--- src/rtl/pipe_pkg.sv ---
// Shared definitions for the elastic pipeline stage registers:
// control-bundle layout, NOP control word and occupancy states.
package pipe_pkg;

    localparam int MEMREAD_B    = 0;
    localparam int MEMWRITE_B   = 1;
    localparam int MEMTOREG_LO  = 2;
    localparam int MEMTOREG_W   = 2;
    localparam int REGWRITE_B   = 4;
    localparam int REGDST_LO    = 5;
    localparam int REGDST_W     = 2;

    localparam int CTRL_W_EXMEM = 7;

    localparam logic [CTRL_W_EXMEM-1:0] CTRL_NOP = '0;

    typedef enum logic [1:0] {
        ST_EMPTY = 2'd0,
        ST_ONE   = 2'd1,
        ST_FULL  = 2'd2
    } occ_e;

endpackage

--- src/rtl/pipe_entry.sv ---
// One pipeline slot: valid bit plus data and control bundles,
// with load, valid-clear and flush (optionally clearing the payload).
module pipe_entry
    import pipe_pkg::*;
#(
    parameter int DATA_W         = 32,
    parameter int CTRL_W         = CTRL_W_EXMEM,
    parameter int FLUSH_CLR_DATA = 0
) (
    input  logic              clk,
    input  logic              rst,
    input  logic              i_load,
    input  logic              i_clr,
    input  logic              i_flush,
    input  logic [DATA_W-1:0] i_data,
    input  logic [CTRL_W-1:0] i_ctrl,
    output logic              o_valid,
    output logic [DATA_W-1:0] o_data,
    output logic [CTRL_W-1:0] o_ctrl
);

    logic              r_valid;
    logic [DATA_W-1:0] r_data;
    logic [CTRL_W-1:0] r_ctrl;

    // Slot storage; flush wins over load, load wins over clear
    always_ff @(posedge clk or negedge rst) begin
        if (!rst) begin
            r_valid <= 1'b0;
            r_data  <= '0;
            r_ctrl  <= '0;
        end else if (i_flush) begin
            r_valid <= 1'b0;
            if (FLUSH_CLR_DATA != 0) begin
                r_data <= '0;
                r_ctrl <= '0;
            end
        end else if (i_load) begin
            r_valid <= 1'b1;
            r_data  <= i_data;
            r_ctrl  <= i_ctrl;
        end else if (i_clr) begin
            r_valid <= 1'b0;
        end
    end

    assign o_valid = r_valid;
    assign o_data  = r_data;
    assign o_ctrl  = r_ctrl;

endmodule

--- src/rtl/pipe_stage_reg.sv ---
// Elastic pipeline stage register with stall, flush and optional
// skid entry; empty slots always present a NOP control bundle.
module pipe_stage_reg
    import pipe_pkg::*;
#(
    parameter int DATA_W         = 32,
    parameter int CTRL_W         = CTRL_W_EXMEM,
    parameter int SKID           = 1,
    parameter int FLUSH_CLR_DATA = 0
) (
    input  logic              clk,
    input  logic              rst,
    input  logic              in_valid,
    output logic              in_ready,
    input  logic [DATA_W-1:0] in_data,
    input  logic [CTRL_W-1:0] in_ctrl,
    input  logic              stall,
    input  logic              flush,
    output logic              out_valid,
    input  logic              out_ready,
    output logic [DATA_W-1:0] out_data,
    output logic [CTRL_W-1:0] out_ctrl,
    output logic [1:0]        count
);

    occ_e              r_state;
    occ_e              w_state_nxt;
    logic              w_drain;
    logic              w_acc;
    logic              w_main_ld;
    logic              w_main_clr;
    logic              w_skid_ld;
    logic              w_skid_clr;
    logic              w_main_v;
    logic              w_skid_v;
    logic [DATA_W-1:0] w_main_d;
    logic [CTRL_W-1:0] w_main_c;
    logic [DATA_W-1:0] w_skid_d;
    logic [CTRL_W-1:0] w_skid_c;
    logic [DATA_W-1:0] w_main_src_d;
    logic [CTRL_W-1:0] w_main_src_c;

    // With a skid entry, readiness depends only on held state
    assign in_ready = rst & ~stall &
        ((SKID != 0) ? ~w_skid_v : (~w_main_v | out_ready));

    assign w_drain = w_main_v & out_ready & ~stall;
    assign w_acc   = in_valid & in_ready & ~flush;

    // Occupancy state register
    always_ff @(posedge clk or negedge rst) begin
        if (!rst) begin
            r_state <= ST_EMPTY;
        end else begin
            r_state <= w_state_nxt;
        end
    end

    // Occupancy next-state: flush empties the stage unconditionally
    always_comb begin
        w_state_nxt = r_state;
        if (flush) begin
            w_state_nxt = ST_EMPTY;
        end else begin
            unique case (r_state)
                ST_EMPTY: begin
                    if (w_acc) w_state_nxt = ST_ONE;
                end
                ST_ONE: begin
                    if (w_acc && !w_drain) w_state_nxt = ST_FULL;
                    else if (!w_acc && w_drain) w_state_nxt = ST_EMPTY;
                end
                ST_FULL: begin
                    if (w_drain) w_state_nxt = ST_ONE;
                end
                default: w_state_nxt = ST_EMPTY;
            endcase
        end
    end

    // Slot controls: main is the older entry, skid the younger
    always_comb begin
        w_main_ld    = 1'b0;
        w_main_clr   = 1'b0;
        w_skid_ld    = 1'b0;
        w_skid_clr   = 1'b0;
        w_main_src_d = in_data;
        w_main_src_c = in_ctrl;
        if (!flush) begin
            unique case (r_state)
                ST_EMPTY: begin
                    w_main_ld = w_acc;
                end
                ST_ONE: begin
                    w_main_ld  = w_acc & w_drain;
                    w_main_clr = ~w_acc & w_drain;
                    w_skid_ld  = w_acc & ~w_drain;
                end
                ST_FULL: begin
                    w_main_ld    = w_drain;
                    w_skid_clr   = w_drain;
                    w_main_src_d = w_skid_d;
                    w_main_src_c = w_skid_c;
                end
                default: begin
                    w_main_ld = 1'b0;
                end
            endcase
        end
    end

    pipe_entry #(
        .DATA_W         (DATA_W),
        .CTRL_W         (CTRL_W),
        .FLUSH_CLR_DATA (FLUSH_CLR_DATA)
    ) u_main (
        .clk     (clk),
        .rst     (rst),
        .i_load  (w_main_ld),
        .i_clr   (w_main_clr),
        .i_flush (flush),
        .i_data  (w_main_src_d),
        .i_ctrl  (w_main_src_c),
        .o_valid (w_main_v),
        .o_data  (w_main_d),
        .o_ctrl  (w_main_c)
    );

    pipe_entry #(
        .DATA_W         (DATA_W),
        .CTRL_W         (CTRL_W),
        .FLUSH_CLR_DATA (FLUSH_CLR_DATA)
    ) u_skid (
        .clk     (clk),
        .rst     (rst),
        .i_load  (w_skid_ld),
        .i_clr   (w_skid_clr),
        .i_flush (flush),
        .i_data  (in_data),
        .i_ctrl  (in_ctrl),
        .o_valid (w_skid_v),
        .o_data  (w_skid_d),
        .o_ctrl  (w_skid_c)
    );

    assign out_valid = w_main_v;
    assign out_data  = w_main_d;
    assign out_ctrl  = w_main_v ? w_main_c : CTRL_W'(CTRL_NOP);
    assign count     = r_state;

endmodule

--- config.mk ---
export PLATFORM = sky130hd
export DESIGN_NAME = pipe_stage_reg
export DESIGN_NICKNAME = d
export VERILOG_FILES = /design/src/rtl/pipe_pkg.sv /design/src/rtl/pipe_entry.sv /design/src/rtl/pipe_stage_reg.sv
export SDC_FILE = /design/constraint.sdc
export NUM_CORES = 1
export LEC_CHECK = 0
export ABC_AREA = 0
export BUFFER_PORTS_ARGS = -buffer_cell sky130_fd_sc_hd__buf_4
export CELL_PAD_IN_SITES_DETAIL_PLACEMENT = 0
export CELL_PAD_IN_SITES_GLOBAL_PLACEMENT = 1
export CORE_ASPECT_RATIO = 1.2
export CORE_UTILIZATION = 40
export DETAILED_ROUTE_END_ITERATION = 16
export GPL_ROUTABILITY_DRIVEN = 0
export PLACE_DENSITY = 0.86
export SLEW_MARGIN = 10
export SYNTH_ARGS = -nofsm -noshare
export SYNTH_HDL_FRONTEND = slang
export SYNTH_SLANG_ARGS = --single-unit
--- constraint.sdc ---
create_clock -name clk -period 2.25 [get_ports clk]
set_input_delay 0.45 -clock clk [delete_from_list [all_inputs] [get_ports clk]]
set_output_delay 0.45 -clock clk [all_outputs]
set_load 0.005 [all_outputs]
# Yosys cells after proc, flatten, opt, wreduce, memory -nomap -nowiden
# Index checks and enable logic that the tools add are counted.
op_classes:
  eq_ne: 5
  mux: 23
  bitwise_logic: 14
  reduce_logical: 10
op_table:
  columns: ["cell", "n"]
  rows:
  - ["$mux 32", 1]
  - ["$mux 7", 2]
  - ["$mux 1", 13]
  - ["$mux 2", 5]
  - ["$and 1x1->1", 9]
  - ["$ne 3x3->1 const B", 2]
  - ["$pmux 2 s3", 1]
  - ["$reduce_bool 3->1", 2]
  - ["$not 1->1", 5]
  - ["$ne 4x4->1 const B", 1]
  - ["$reduce_and 2->1", 2]
  - ["$pmux 1 s3", 1]
  - ["$reduce_and 3->1", 1]
  - ["$eq 2x1->1 const B", 1]
  - ["$eq 2x2->1 const B", 1]
  - ["$logic_and 1x1->1", 2]
  - ["$logic_not 1->1", 2]
  - ["$logic_not 2->1", 1]
word_totals:
  register_bits: 82
  output_inout_bits: 43

# Depth between registers and ports, before layout
# Gate-level depths: netlist of the first run.
depth:
  word_depth: 12
  depth_mapped: 8

# By module
# A second synthesis of the first run with hierarchy kept.
unflattened:
  hier_cells: 249
  hier_area_um2: 3839.9
by_module_without_submodules:
  columns: ["mod", "instances", "cells_per_inst", "area_each_um2"]
  rows:
  - ["pipe_entry", 2, 87, 1552.7]
  - ["pipe_stage_reg", 1, 75, 734.5]

# Least setup slack after synthesis of the first run
# No wires, ideal clock.
synth_path:
  kind: "register -> register"
  from: "register r_state[0], in the netlist count[0]"
  to: "register u_main.r_ctrl[0], in the netlist u_main.o_ctrl[0]"
  arrival_time_ns: 1.613
  path_slack_ns: 0.511
  path_stages_with_launch: 9
  period_less_slack_ns: 1.739
  path_cell_list: "dfrtp_1 > buf_4 > nand2b_1 > buf_2 > nor3_2 > a21o_1 > buf_6 > buf_8 > mux2_4"
synth_between:
  elab_chain_cells: 4
  word_cells_on_any_way: 7
  classes_between: "2 x eq/ne; 3 x mux; 2 x reduce/logical"
synth_lines:
  columns: ["item", "line_no", "text"]
  rows:
  - ["start: declaration", "pipe_stage_reg.sv:26", "occ_e r_state;"]
  - ["start signal: assignment", "pipe_stage_reg.sv:55", "r_state <= w_state_nxt;"]
  - ["$eq 2x2->1 (tied with other cells)", "pipe_stage_reg.sv:90", "unique case (r_state)"]
  - ["$pmux 1 s3", "pipe_stage_reg.sv:90", null]
  - ["$mux 1", "pipe_stage_reg.sv:89", "if (!flush) begin"]
  - ["$reduce_and 2->1 (no source line)", null, null]
  - ["end signal: assignment", "pipe_entry.sv:41", "r_ctrl <= i_ctrl;"]
  - ["end: declaration", "pipe_entry.sv:24", "logic [CTRL_W-1:0] r_ctrl;"]
# Parallel ways exist; a longest one is shown, timed or not.
# A chain may end at the register's enable or synchronous reset.

# Worst setup path after layout of the first run
layout_path:
  from: "register u_main.r_valid, in the netlist u_main.o_valid"
  to: "register u_main.r_data[14], in the netlist u_main.o_data[14]"
layout_between:
  elab_chain_cells: 6
layout_lines:
  columns: ["item", "line_no", "text"]
  rows:
  - ["start: declaration", "pipe_entry.sv:22", "logic r_valid;"]
  - ["start signal: assignment", "pipe_entry.sv:29", "r_valid <= 1'b0;"]
  - ["start signal: assignment", "pipe_entry.sv:33", "r_valid <= 1'b0;"]
  - ["start signal: assignment", "pipe_entry.sv:39", "r_valid <= 1'b1;"]
  - ["$and 1x1->1 (*) (2 in a row)", "pipe_stage_reg.sv:47", "assign w_drain = w_main_v & out_ready & ~stall;"]
  - ["$and 1x1->1", "pipe_stage_reg.sv:95", "w_main_ld = w_acc & w_drain;"]
  - ["$pmux 1 s3 (*)", "pipe_stage_reg.sv:90", null]
  - ["$mux 1 (*)", "pipe_stage_reg.sv:89", null]
  - ["$reduce_and 2->1 (no source line) (*)", null, null]
  - ["end signal: assignment", "pipe_entry.sv:40", "r_data <= i_data;"]
  - ["end: declaration", "pipe_entry.sv:23", "logic [DATA_W-1:0] r_data;"]
# Every way passes the cells marked *; elsewhere a longest branch is shown, timed or not.

==> results list, run 1 <==
- Final-report max-slew violation count: 0
* Post-detailed-routing wire length: 7720 um
- Data arrives at the worst endpoint at 2.07 ns.
- For this block, the initial DRC count from the detailed router was 110.
- For this run, the register share of the synthesized area comes to 0.541.
- Setup Crit Path Kind: reg -> reg
* Share of cells above drive strength 1: 0.447
- Netlist cell types: 29
- Buffers added on ports: 87
- TritonCTS Sinks: 82
- The filler cells instantiated in the layout total 874.
* FFs w/ async S/R, synth: 1.00
- Measured against its own limit, the worst slew margin works out to 0.541.
* Post-Synthesis Mean Instance Area: 11.5 sq um
* Netlist area before placement: 3800 sq um
- Gates resized during post-CTS repair numbered 0.
- Total global routing overflow: 0
- In the global route stage, overall resource usage came out at 0.162.
- The floorplan step set the die width to 90.9 um.
- H-Tree Depth: 3
- The signal on the critical path passes through nand3b_1 > a21oi_1 > a21o_2 > buf_12 > mux2_2.
- After clock tree synthesis, the flow added hold-fix buffers numbering 0.
- Leaving out fill and tap cells, the most frequent cells in the layout are 117 x sky130_fd_sc_hd__nand2_1, 91 x sky130_fd_sc_hd__buf_4, 82 x sky130_fd_sc_hd__dfrtp_1.
- In the final layout, flip-flops and latches occupy 2050 sq um.
* Path class of the lowest-slack min-delay path: in -> async
- For this run, design rule violations remaining after detail routing come to 0.
- EDFF count, synth: 0
- Nets in the synthesized netlist: 375
- The first detailed-routing pass ran for 4 iterations.
* Number of global-route vias before repair: 2606
- In this run the remaining antenna-violating nets after routing total 0.
* Stage delay of the slowest cell on the critical path: 0.56 ns
* Number of nets at the end of the flow: 461
- Power density over the cells: 761 nW/um^2
- Via count: 2604
* Total I/O pin count: 88
- The repair_antennas step left the layout with diodes totalling 0.
- Static timing analysis puts the maximum clock frequency at 542 MHz.
* Max-cap violations: 0
- Row generation in the floorplan step produced 38 rows.
- For this run, the leading register cell type out of synthesis is sky130_fd_sc_hd__dfrtp_1.
* Synthesis Warnings: 0
* Via density per instance: 4.81
- For this configuration, the core starts out at a cell density of 0.416.
* Worst voltage drop across the vdd grid: 445 uV
* Height of the chip: 109 um
- In this run, CTS created clock tree buffers numbering 9.
- The floorplan step defined a die boundary enclosing 9890 sq um.
- After clock tree synthesis, the setup repair step added 0 buffers.
* HPWL after detailed placement: 5170 um
- Detail-routed net length per standard cell: 14.3 um
* Multi-input combinational cell area: 1640 sq um
* Area added between synthesis and finish: 26.7%
- Final worst setup slack: 0.405 ns
- Setup violations remaining at the end of the flow were counted as 0.
- The first global-routing pass estimated 12500 um of wire.
- Of all nets on the critical path, the largest fanout is 24.
* Worst slew pin tran: 0.689 ns
- Entering global routing, the biggest net connects 55 pins.
- Final Hold Slack: 0.139 ns
- Clock-pin slew was measured on the worst setup and hold paths at 0.08 ns.
- Hold Violations, Final: 0
- The slowest stage of the critical path belongs to the cell sky130_fd_sc_hd__dfrtp_1.
* Floorplan core area: 9130 sq um
- Ratio of final minimum period to clock period: 0.820
- Worst endpoint required time: 2.47 ns
- The run finished with clean final reports.
* Leakage dissipation: 2.47 nW
- Clock tree synthesis selected as its root buffer the cell sky130_fd_sc_hd__clkbuf_8.
- STA classifies the critical path endpoint as a flip-flop.
- Internal reg-to-reg setup slack: 0.40 ns
- Clock tree from TritonCTS: built
* Insertion delay to the later sink of the worst-skew pair: 0.34 ns
- Initial antenna violation count: 0
- The clock period could shrink to 1.85 ns.
* Commonest non-fill, non-tap cell in the layout: sky130_fd_sc_hd__nand2_1
* Final setup TNS: 0 ns
* Largest clock skew in the final design: 0.00923 ns
- Clock tree buffer depth: 2
- Prior to clock tree synthesis, the placed netlist has a worst setup slack of 0.364 ns.
- Setup repair after global routing left no endpoint under its margin.
* Number of instances in the synthesized netlist: 330
* FF+latch count, synth: 82
* Kind of launch point of the worst setup path: flip-flop
## final timing paths
path | startpoint | endpoint | cells past startpoint
max in group asynchronous | rst | u_main.o_data[29]$_DFFE_PN0P_ | 3
min | rst | u_skid.o_valid$_DFFE_PN0P_ | 2
max | u_main.o_valid$_DFFE_PN0P_ | u_main.o_data[14]$_DFFE_PN0P_ | 5
max reg2reg | u_main.o_valid$_DFFE_PN0P_ | u_main.o_data[14]$_DFFE_PN0P_ | 5
min in group clk | flush | count[0]$_DFFE_PN0P_ | 2
min reg2reg | u_main.o_data[12]$_DFFE_PN0P_ | u_main.o_data[12]$_DFFE_PN0P_ | 1
## cell type report
type	instances	area share
flip-flops and latches	82	0.427
multi-input cells	228	0.341
well taps	120	0.0312
repair buffers	95	0.159
clock inverters	4	0.0104
clock buffers	12	0.0323
## logic make-up (layout without fill, tap and decap cells)
family | Yosys count | after routing | share of synthesized area
AO/OA/AOI/OAI | 11 | 11 | 0.0168
AND/OR/NAND/NOR | 139 | 139 | 0.160
buffers and inverters | 20 | 111 | 0.0320
flip-flops | 82 | 82 | 0.541
multiplexers | 78 | 78 | 0.251
## power by group
group / total (mW) / switching, mW / internal, mW
clock: 1.08 / 0.504 / 0.572
sequential: 1.88 / 0.147 / 1.73
combinational: 0.703 / 0.226 / 0.477
total: 3.66 / 0.877 / 2.78
## per-layer routing
metal  up-vias  track usage  part of all wire
li1       1256            -                 -
met5         -            0                 0
met2        55        0.288              0.51
met1      1289        0.196              0.44
met4         0       0.0442            0.0056
met3         4       0.0418             0.041
## cells in the mapped netlist (2+ instances only)
| cell | instances | area, sq um |
|---|---|---|
| sky130_fd_sc_hd__buf_2 | 4 | 20.0 |
| sky130_fd_sc_hd__and2_1 | 7 | 43.8 |
| sky130_fd_sc_hd__clkbuf_1 | 9 | 33.8 |
| sky130_fd_sc_hd__nor3_1 | 3 | 15.0 |
| sky130_fd_sc_hd__a21oi_1 | 6 | 30.0 |
| sky130_fd_sc_hd__buf_4 | 4 | 30.0 |
| sky130_fd_sc_hd__mux2_1 | 7 | 78.8 |
| sky130_fd_sc_hd__dfrtp_1 | 82 | 2050 |
| sky130_fd_sc_hd__nand2_1 | 117 | 439 |
| sky130_fd_sc_hd__buf_6 | 2 | 22.5 |
| sky130_fd_sc_hd__nor2_1 | 2 | 7.51 |
| sky130_fd_sc_hd__mux2_4 | 20 | 300 |
| sky130_fd_sc_hd__mux2_2 | 51 | 574 |
## per-stage QoR
stage	area, sq um	cells	utilization	total power [mW]
after global routing	4810	541	0.527	3.86
after floorplan	3800	330	-	2.21
after global placement	4600	525	0.504	2.60
final	4810	541	0.527	3.66
after CTS	4810	541	0.527	3.72
after detailed placement	4600	525	0.504	2.63
## worst max-delay path, delay by kind of cell (launching register included)
family | cells | cell delay [ns]
AO/OA/AOI/OAI | 2 | 0.39
flip-flops | 1 | 0.56
buffers and inverters | 1 | 0.19
AND/OR/NAND/NOR | 1 | 0.23
multiplexers | 1 | 0.35
## registers in the layout (all words and copies together), names as in the netlist
register,count
u_skid.o_valid,1
u_skid.o_ctrl,7
u_main.o_ctrl,7
u_main.o_data,32
u_main.o_valid,1
count,2
u_skid.o_data,32
No activity file was read; power rests on OpenSTA's default activity.
==> run 2, diff against run 1 <==
--- a/config.mk
+++ b/config.mk
@@ -10,7 +10,7 @@
 export CELL_PAD_IN_SITES_DETAIL_PLACEMENT = 0
 export CELL_PAD_IN_SITES_GLOBAL_PLACEMENT = 1
 export CORE_ASPECT_RATIO = 1.2
-export CORE_UTILIZATION = 40
+export CORE_UTILIZATION = 38
 export DETAILED_ROUTE_END_ITERATION = 16
 export GPL_ROUTABILITY_DRIVEN = 0
 export PLACE_DENSITY = 0.86
==> constraint.sdc (replaced) <==
create_clock -name clk -period 1.6 [get_ports clk]
set_input_delay 0.32 -clock clk [delete_from_list [all_inputs] [get_ports clk]]
set_output_delay 0.32 -clock clk [all_outputs]
set_load 0.005 [all_outputs]
==> run 2 against run 1 <==
Net effect: the flow now finishes with violations (negative setup slack); global-route usage rose by 0.62 points; setup slack worse by 0.42 ns; sequential power is 41% higher; critical path depth did not move; clock power increased by 110%; non-clock buffer count grew 15; utilization is 0.34 points higher; largest cell class unchanged; highest routed layer unchanged.
==> results list, run 2 (synthesis gave the netlist of run 1 again) <==
- Clock tree from TritonCTS: built
- Initial antenna violation count: 0
* Number of cells in the design after placement: 541
- TritonCTS Sinks: 82
- Setup repair after global routing could not meet its margin everywhere.
- # DRC: 0
- Crit-path max FO: 20
- The worst path in the final design needs a cycle of 1.61 ns, including I/O delays and setup.
- Cell area after placement: 4710 sq um
- Hold repair after CTS inserted 0 buffers.
- Setup total negative slack on the finished layout was measured at -0.0617 ns.
- At the end of the flow, the number of nets in the layout was 476.
- The number of antenna diodes in the final layout is 0.
* Path class of the lowest-slack min-delay path: in -> async
- Internal reg-to-reg setup slack: -0.01 ns
- Clock skew on the completed layout was measured at 0.00573 ns.
- At the later pin of the worst-skew pair, clock insertion delay measures 0.33 ns.
- The worst setup path is captured at a flip-flop.
* Run status: finished with violations
* Area added between synthesis and finish: 34.3%
- For the pin with the worst max-slew slack, the measured transition is 0.606 ns.
- After legalization and detailed placement, the total HPWL measured 5660 um.
* Hold Violations, Final: 0
- After clock tree synthesis, the clock-pin slew on the worst setup and hold paths is 0.06 ns.
* Global-route wire length before repair: 13500 um
- The number of slew-limit violations in the final report came to 0.
- In the final layout, the share of cells above drive strength 1 is 0.472.
- R2R depth: 5
- TritonCTS Buffers: 9
* Final worst setup slack: -0.0131 ns
- For this configuration, the core starts out at a cell density of 0.395.
* Metal2 WL: 4240 um
* Height of the chip: 111 um
- Detailed route wirelength on metal3: 311 um
- The highest layer touched by signal routing is met4.
- In the final routed layout, each cell accounts on average for 14.8 um.
- First-pass iteration count of the detailed router: 4
- Worst endpoint required time: 1.82 ns
- In this run, the number of DRC markers left after iteration 0 of detailed routing was 95.
- Chip Width: 93.2 um
* Met1 WL: 3610 um
- Number of nets with antenna violations after routing: 0
* Tot GR Track Use: 0.168
- Total power for the finished layout comes to 5.94 mW.
- The number of global-route vias before repair is 2809.
* H-Tree Depth: 3
* Site row count: 39
* Worst voltage drop across the vdd grid: 494 uV
- The worst setup path is launched from a flip-flop.
* Post-detailed-routing wire length: 8300 um
- Total global routing overflow: 0
- Arrival time of data at the critical path endpoint: 1.83 ns
* Commonest cells after routing, fill and taps aside: 117 x sky130_fd_sc_hd__nand2_1, 106 x sky130_fd_sc_hd__buf_4, 82 x sky130_fd_sc_hd__dfrtp_1
- Dividing total power by cell area gives a power density of 1170 nW/um^2.
- CTS placed an instance of sky130_fd_sc_hd__clkbuf_16 at the clock tree root.
* Floorplan core area: 9610 sq um
- Dividing the detail-routed via count by the number of cells gives 4.90.
* Headroom to the max-slew limit: 0.596
* Commonest non-fill, non-tap cell in the layout: sky130_fd_sc_hd__nand2_1
- Total I/O pin count: 88
* Setup violations, final: 11
- The final reports fail on negative setup slack.
- Timing analysis after detailed placement gives a worst setup slack of -0.187 ns.
- The tool flagged a number of max-cap violations equal to 0.
- The die covers 10400 sq um.
- Post-layout util: 0.530
- Final hold analysis gives a worst-case slack of 0.151 ns.
- After the flow finishes, the layout carries non-filler instances totaling 559.
* Largest net degree at the start of global routing: 49
- Post-route cell area: 5100 sq um
* Worst reg2reg path endpoint: u_main.o_data[18]$_DFFE_PN0P_
- Via count: 2741
- Leakage dissipation: 2.65 nW
- Of the available clock period, the critical path in the final layout requires 1.01.
* Clock tree buffer depth: 2
- The startpoint identified for the worst register-to-register timing path is u_skid.o_valid$_DFFE_PN0P_.
- The setup path with the least slack is of type reg -> reg.
- Buffers added on ports: 87
- Based on the critical path, the design can be clocked at up to 620 MHz.
==> run 2: area by class of cell <==
type | count | area, sq um
fillers | 842 | 4520
flip-flops and latches | 82 | 2050
multi-input cells | 228 | 1700
repair buffers | 110 | 876
clock buffers | 11 | 243
well taps | 123 | 154
clock inverters | 5 | 77.6
==> run 2: timing repair <==
action | CTS | global route
buffers inserted | 1 | 1
gates resized for setup | 7 | 6
setup endpoints to repair | 50 | 71
pin swaps | 1 | 1
==> run 2: worst max path at each step <==
stage,slack (ns),end,start
after floorplan,-0.10,u_main.o_ctrl[0]$_DFFE_PN0P_,count[0]$_DFFE_PN0P_
after CTS,-0.04,u_main.o_data[18]$_DFFE_PN0P_,u_skid.o_valid$_DFFE_PN0P_
final,-0.01,u_main.o_data[18]$_DFFE_PN0P_,u_skid.o_valid$_DFFE_PN0P_
after detailed placement,-0.19,u_main.o_data[16]$_DFFE_PN0P_,stall
after global routing,-0.05,u_main.o_data[11]$_DFFE_PN0P_,u_skid.o_valid$_DFFE_PN0P_
after global placement,-0.09,u_main.o_data[18]$_DFFE_PN0P_,stall
==> run 2: where the power goes <==
part / total [mW] / switching (mW) / leakage [nW] / internal, mW
clock: 2.23 / 0.821 / 0.156 / 1.40
sequential: 2.65 / 0.210 / 1.05 / 2.44
combinational: 1.06 / 0.339 / 1.44 / 0.725
==> run 2: layer usage <==
metal  global-route usage  vias to the layer above
li1                     -                     1295
met1                0.203                     1372
met2                0.295                       59
met3               0.0307                       15
met4               0.0656                        0
met5                    0                        -
==> run 2: worst max-delay path: stages, from the launching register on <==
cell                        delay (ns)
sky130_fd_sc_hd__dfrtp_1          0.39
sky130_fd_sc_hd__nand4bb_4        0.25
sky130_fd_sc_hd__nor2_4           0.15
sky130_fd_sc_hd__a21o_4           0.17
sky130_fd_sc_hd__buf_12           0.18
sky130_fd_sc_hd__mux2_2           0.35
==> run 3, diff against run 2 <==
--- a/config.mk
+++ b/config.mk
@@ -7,13 +7,14 @@
 export LEC_CHECK = 0
 export ABC_AREA = 0
 export BUFFER_PORTS_ARGS = -buffer_cell sky130_fd_sc_hd__buf_4
+export CAP_MARGIN = 0
 export CELL_PAD_IN_SITES_DETAIL_PLACEMENT = 0
 export CELL_PAD_IN_SITES_GLOBAL_PLACEMENT = 1
 export CORE_ASPECT_RATIO = 1.2
 export CORE_UTILIZATION = 38
 export DETAILED_ROUTE_END_ITERATION = 16
 export GPL_ROUTABILITY_DRIVEN = 0
-export PLACE_DENSITY = 0.86
+export PLACE_DENSITY_LB_ADDON = 0.1
 export SLEW_MARGIN = 10
 export SYNTH_ARGS = -nofsm -noshare
 export SYNTH_HDL_FRONTEND = slang
==> run 3 against run 2 <==
Net effect: the flow now finishes without violations; routed wire length fell by 1.7%; cell area barely moved; clock power barely moved; maximum frequency rose by 1.5%; non-clock buffer count did not move; largest cell class unchanged.
==> results list, run 3 (synthesis gave the netlist of run 1 again) <==
* Antenna diode count: 0
- The layout has 879 filler cells.
* Path class of the lowest-slack min-delay path: in -> async
- Once layout is complete, the cells apart from fillers number 559.
- In this run the tool buffered the top-level ports with 87 buffer cells.
- The number of placed instances, taps included, is 541.
* Leakage dissipation: 2.63 nW
- In this run the critical register-to-register path is launched from u_skid.o_valid$_DFFE_PN0P_.
- For this design the ratio of total power to cell area is 1160 nW/um^2.
* Run status: complete, no violations
- Height of the chip: 111 um
* Commonest cells after routing, fill and taps aside: 117 x sky130_fd_sc_hd__nand2_1, 104 x sky130_fd_sc_hd__buf_4, 82 x sky130_fd_sc_hd__dfrtp_1
- The initial utilization of the core area, before any placement, comes to 0.395.
- Area added between synthesis and finish: 34.3%
- The critical path starts at u_skid.o_valid$_DFFE_PN0P_.
- Initial DRC Count: 79
- Kind of launch point of the worst setup path: flip-flop
- Site row count: 39
* Cell area after placement: 4740 sq um
* Number of nets at the end of the flow: 476
* Met1 WL: 3690 um
- TritonCTS Sinks: 82
* Insertion delay to the later sink of the worst-skew pair: 0.33 ns
- Endpoint type of the worst setup path: flip-flop
- Measured against its own limit, the worst slew margin works out to 0.590.
- Crit-path max FO: 19
* First-pass iteration count of the detailed router: 4
- At the worst endpoint, the required time is 1.82 ns.
- The H-tree was split into 3 levels.
* Worst slew pin tran: 0.614 ns
- Number of nets with antenna violations after routing: 0
- Commonest non-fill, non-tap cell in the layout: sky130_fd_sc_hd__nand2_1
- Largest clock skew in the final design: 0.00528 ns
- In this run, CTS created clock tree buffers numbering 9.
- Via count: 2649
* Total I/O pin count: 88
- Detailed route wirelength on metal3: 351 um
* Peak clock frequency supported by timing: 629 MHz
- Once layout is done, the placed cells without fillers occupy 5100 sq um.
- Global-route wire length before repair: 14000 um
- The initial antenna violation count came to 0.
* # DRC: 0
- Buffers inserted to repair hold after CTS numbered 0.
- The die covers 10400 sq um.
* Top Metal Used: met4
- Post-detailed-routing wire length: 8160 um
- The tree is rooted in a sky130_fd_sc_hd__clkbuf_16.
- Setup repair after global routing could not meet its margin everywhere.
* Floorplan core area: 9610 sq um
- Worst voltage drop across the vdd grid: 528 uV
* Hold Violations, Final: 0
- Tot GR Track Use: 0.175
- After clock tree synthesis, the clock-pin slew on the worst setup and hold paths is 0.06 ns.
- Metal2 WL: 3960 um
* Post-layout minimum cycle time: 1.59 ns
* Setup Crit Path Kind: reg -> reg
* Clock tree buffer depth: 2
- Entering global routing, the biggest net connects 48 pins.
- For this run the aggregate overflow at the end of global routing stands at 0.
* Detail-routed net length per standard cell: 14.6 um
- HPWL after detailed placement: 5450 um
- Chip Width: 93.2 um
- Clock tree from TritonCTS: built
* Via density per instance: 4.74
- Max-cap violations: 0
- In the final layout, the share of cells above drive strength 1 is 0.470.
- Arrival time of data at the critical path endpoint: 1.81 ns
- Dividing the final minimum period by the clock period gives 0.994.
* Number of global-route vias before repair: 2778
* Final-report max-slew violation count: 0
* Setup violations, final: 0
-- run 3: changes by cell type in the layout (fill, tap and decap cells not counted), moves of 2 or more --
cell	change
sky130_fd_sc_hd__buf_12	+2
sky130_fd_sc_hd__buf_4	-2
sky130_fd_sc_hd__mux2_2	+6
sky130_fd_sc_hd__mux2_4	-7
-- run 3: layout make-up --
type / count / area, sq um / area share
clock buffers: 10 / 239 / 0.0469
repair buffers: 110 / 901 / 0.177
well taps: 123 / 154 / 0.0302
multi-input cells: 228 / 1670 / 0.327
clock inverters: 6 / 88.8 / 0.0174
flip-flops and latches: 82 / 2050 / 0.402
-- run 3: path summary, 6_finish.rpt --
kind / slack (ns) / end / cells after the start
setup / recovery: 0.01 / u_main.o_data[18]$_DFFE_PN0P_ / 5
hold / removal: 0.16 / u_skid.o_valid$_DFFE_PN0P_ / 3
setup reg to reg: 0.01 / u_main.o_data[18]$_DFFE_PN0P_ / 5
hold reg to reg: 0.50 / u_main.o_data[12]$_DFFE_PN0P_ / 1
max in group asynchronous: 0.96 / u_main.o_data[19]$_DFFE_PN0P_ / 3
min in group clk: 0.20 / count[0]$_DFFE_PN0P_ / 2
-- run 3: timing repair --
action                                  CTS  global route
endpoints found under the setup margin   29            36
gates resized for setup                   1             4
hold endpoints to repair                  0             0
buffers inserted                          1             1
-- run 3: power breakdown --
part           internal [mW]  total [mW]  switching [mW]
Sequential              2.44        2.65           0.204
Clock                   1.41        2.25           0.835
Combinational          0.701        1.02           0.323
-- run 3: metal layers --
layer / vias up / global-route usage
met1: 1288 / 0.223
met3: 10 / 0.0369
met4: 0 / 0.0831
met5: - / 0
li1: 1292 / -
met2: 59 / 0.281
-- run 3: per-stage QoR --
step | worst slack (ns) | total power [mW] | hold slack, ns | utilization | TNS, ns
6_report | 0.0104 | 5.92 | 0.159 | 0.531 | 0
3_5_place_dp | -0.0806 | 3.71 | 0.485 | 0.493 | -2.19
4_1_cts | 0.00735 | 5.99 | 0.171 | 0.528 | 0
5_1_grt | -0.0341 | 6.23 | 0.193 | 0.531 | -0.542
2_1_floorplan | -0.105 | 3.12 | 0.0244 | - | -1.38
3_3_place_gp | -0.0830 | 3.68 | 0.472 | 0.493 | -2.51
-- run 3: critical path, stage by stage (launching register included) --
cell	delay, ns
sky130_fd_sc_hd__dfrtp_1	0.38
sky130_fd_sc_hd__nand4bb_4	0.25
sky130_fd_sc_hd__nor2_4	0.15
sky130_fd_sc_hd__a21o_4	0.17
sky130_fd_sc_hd__buf_12	0.16
sky130_fd_sc_hd__mux2_2	0.34
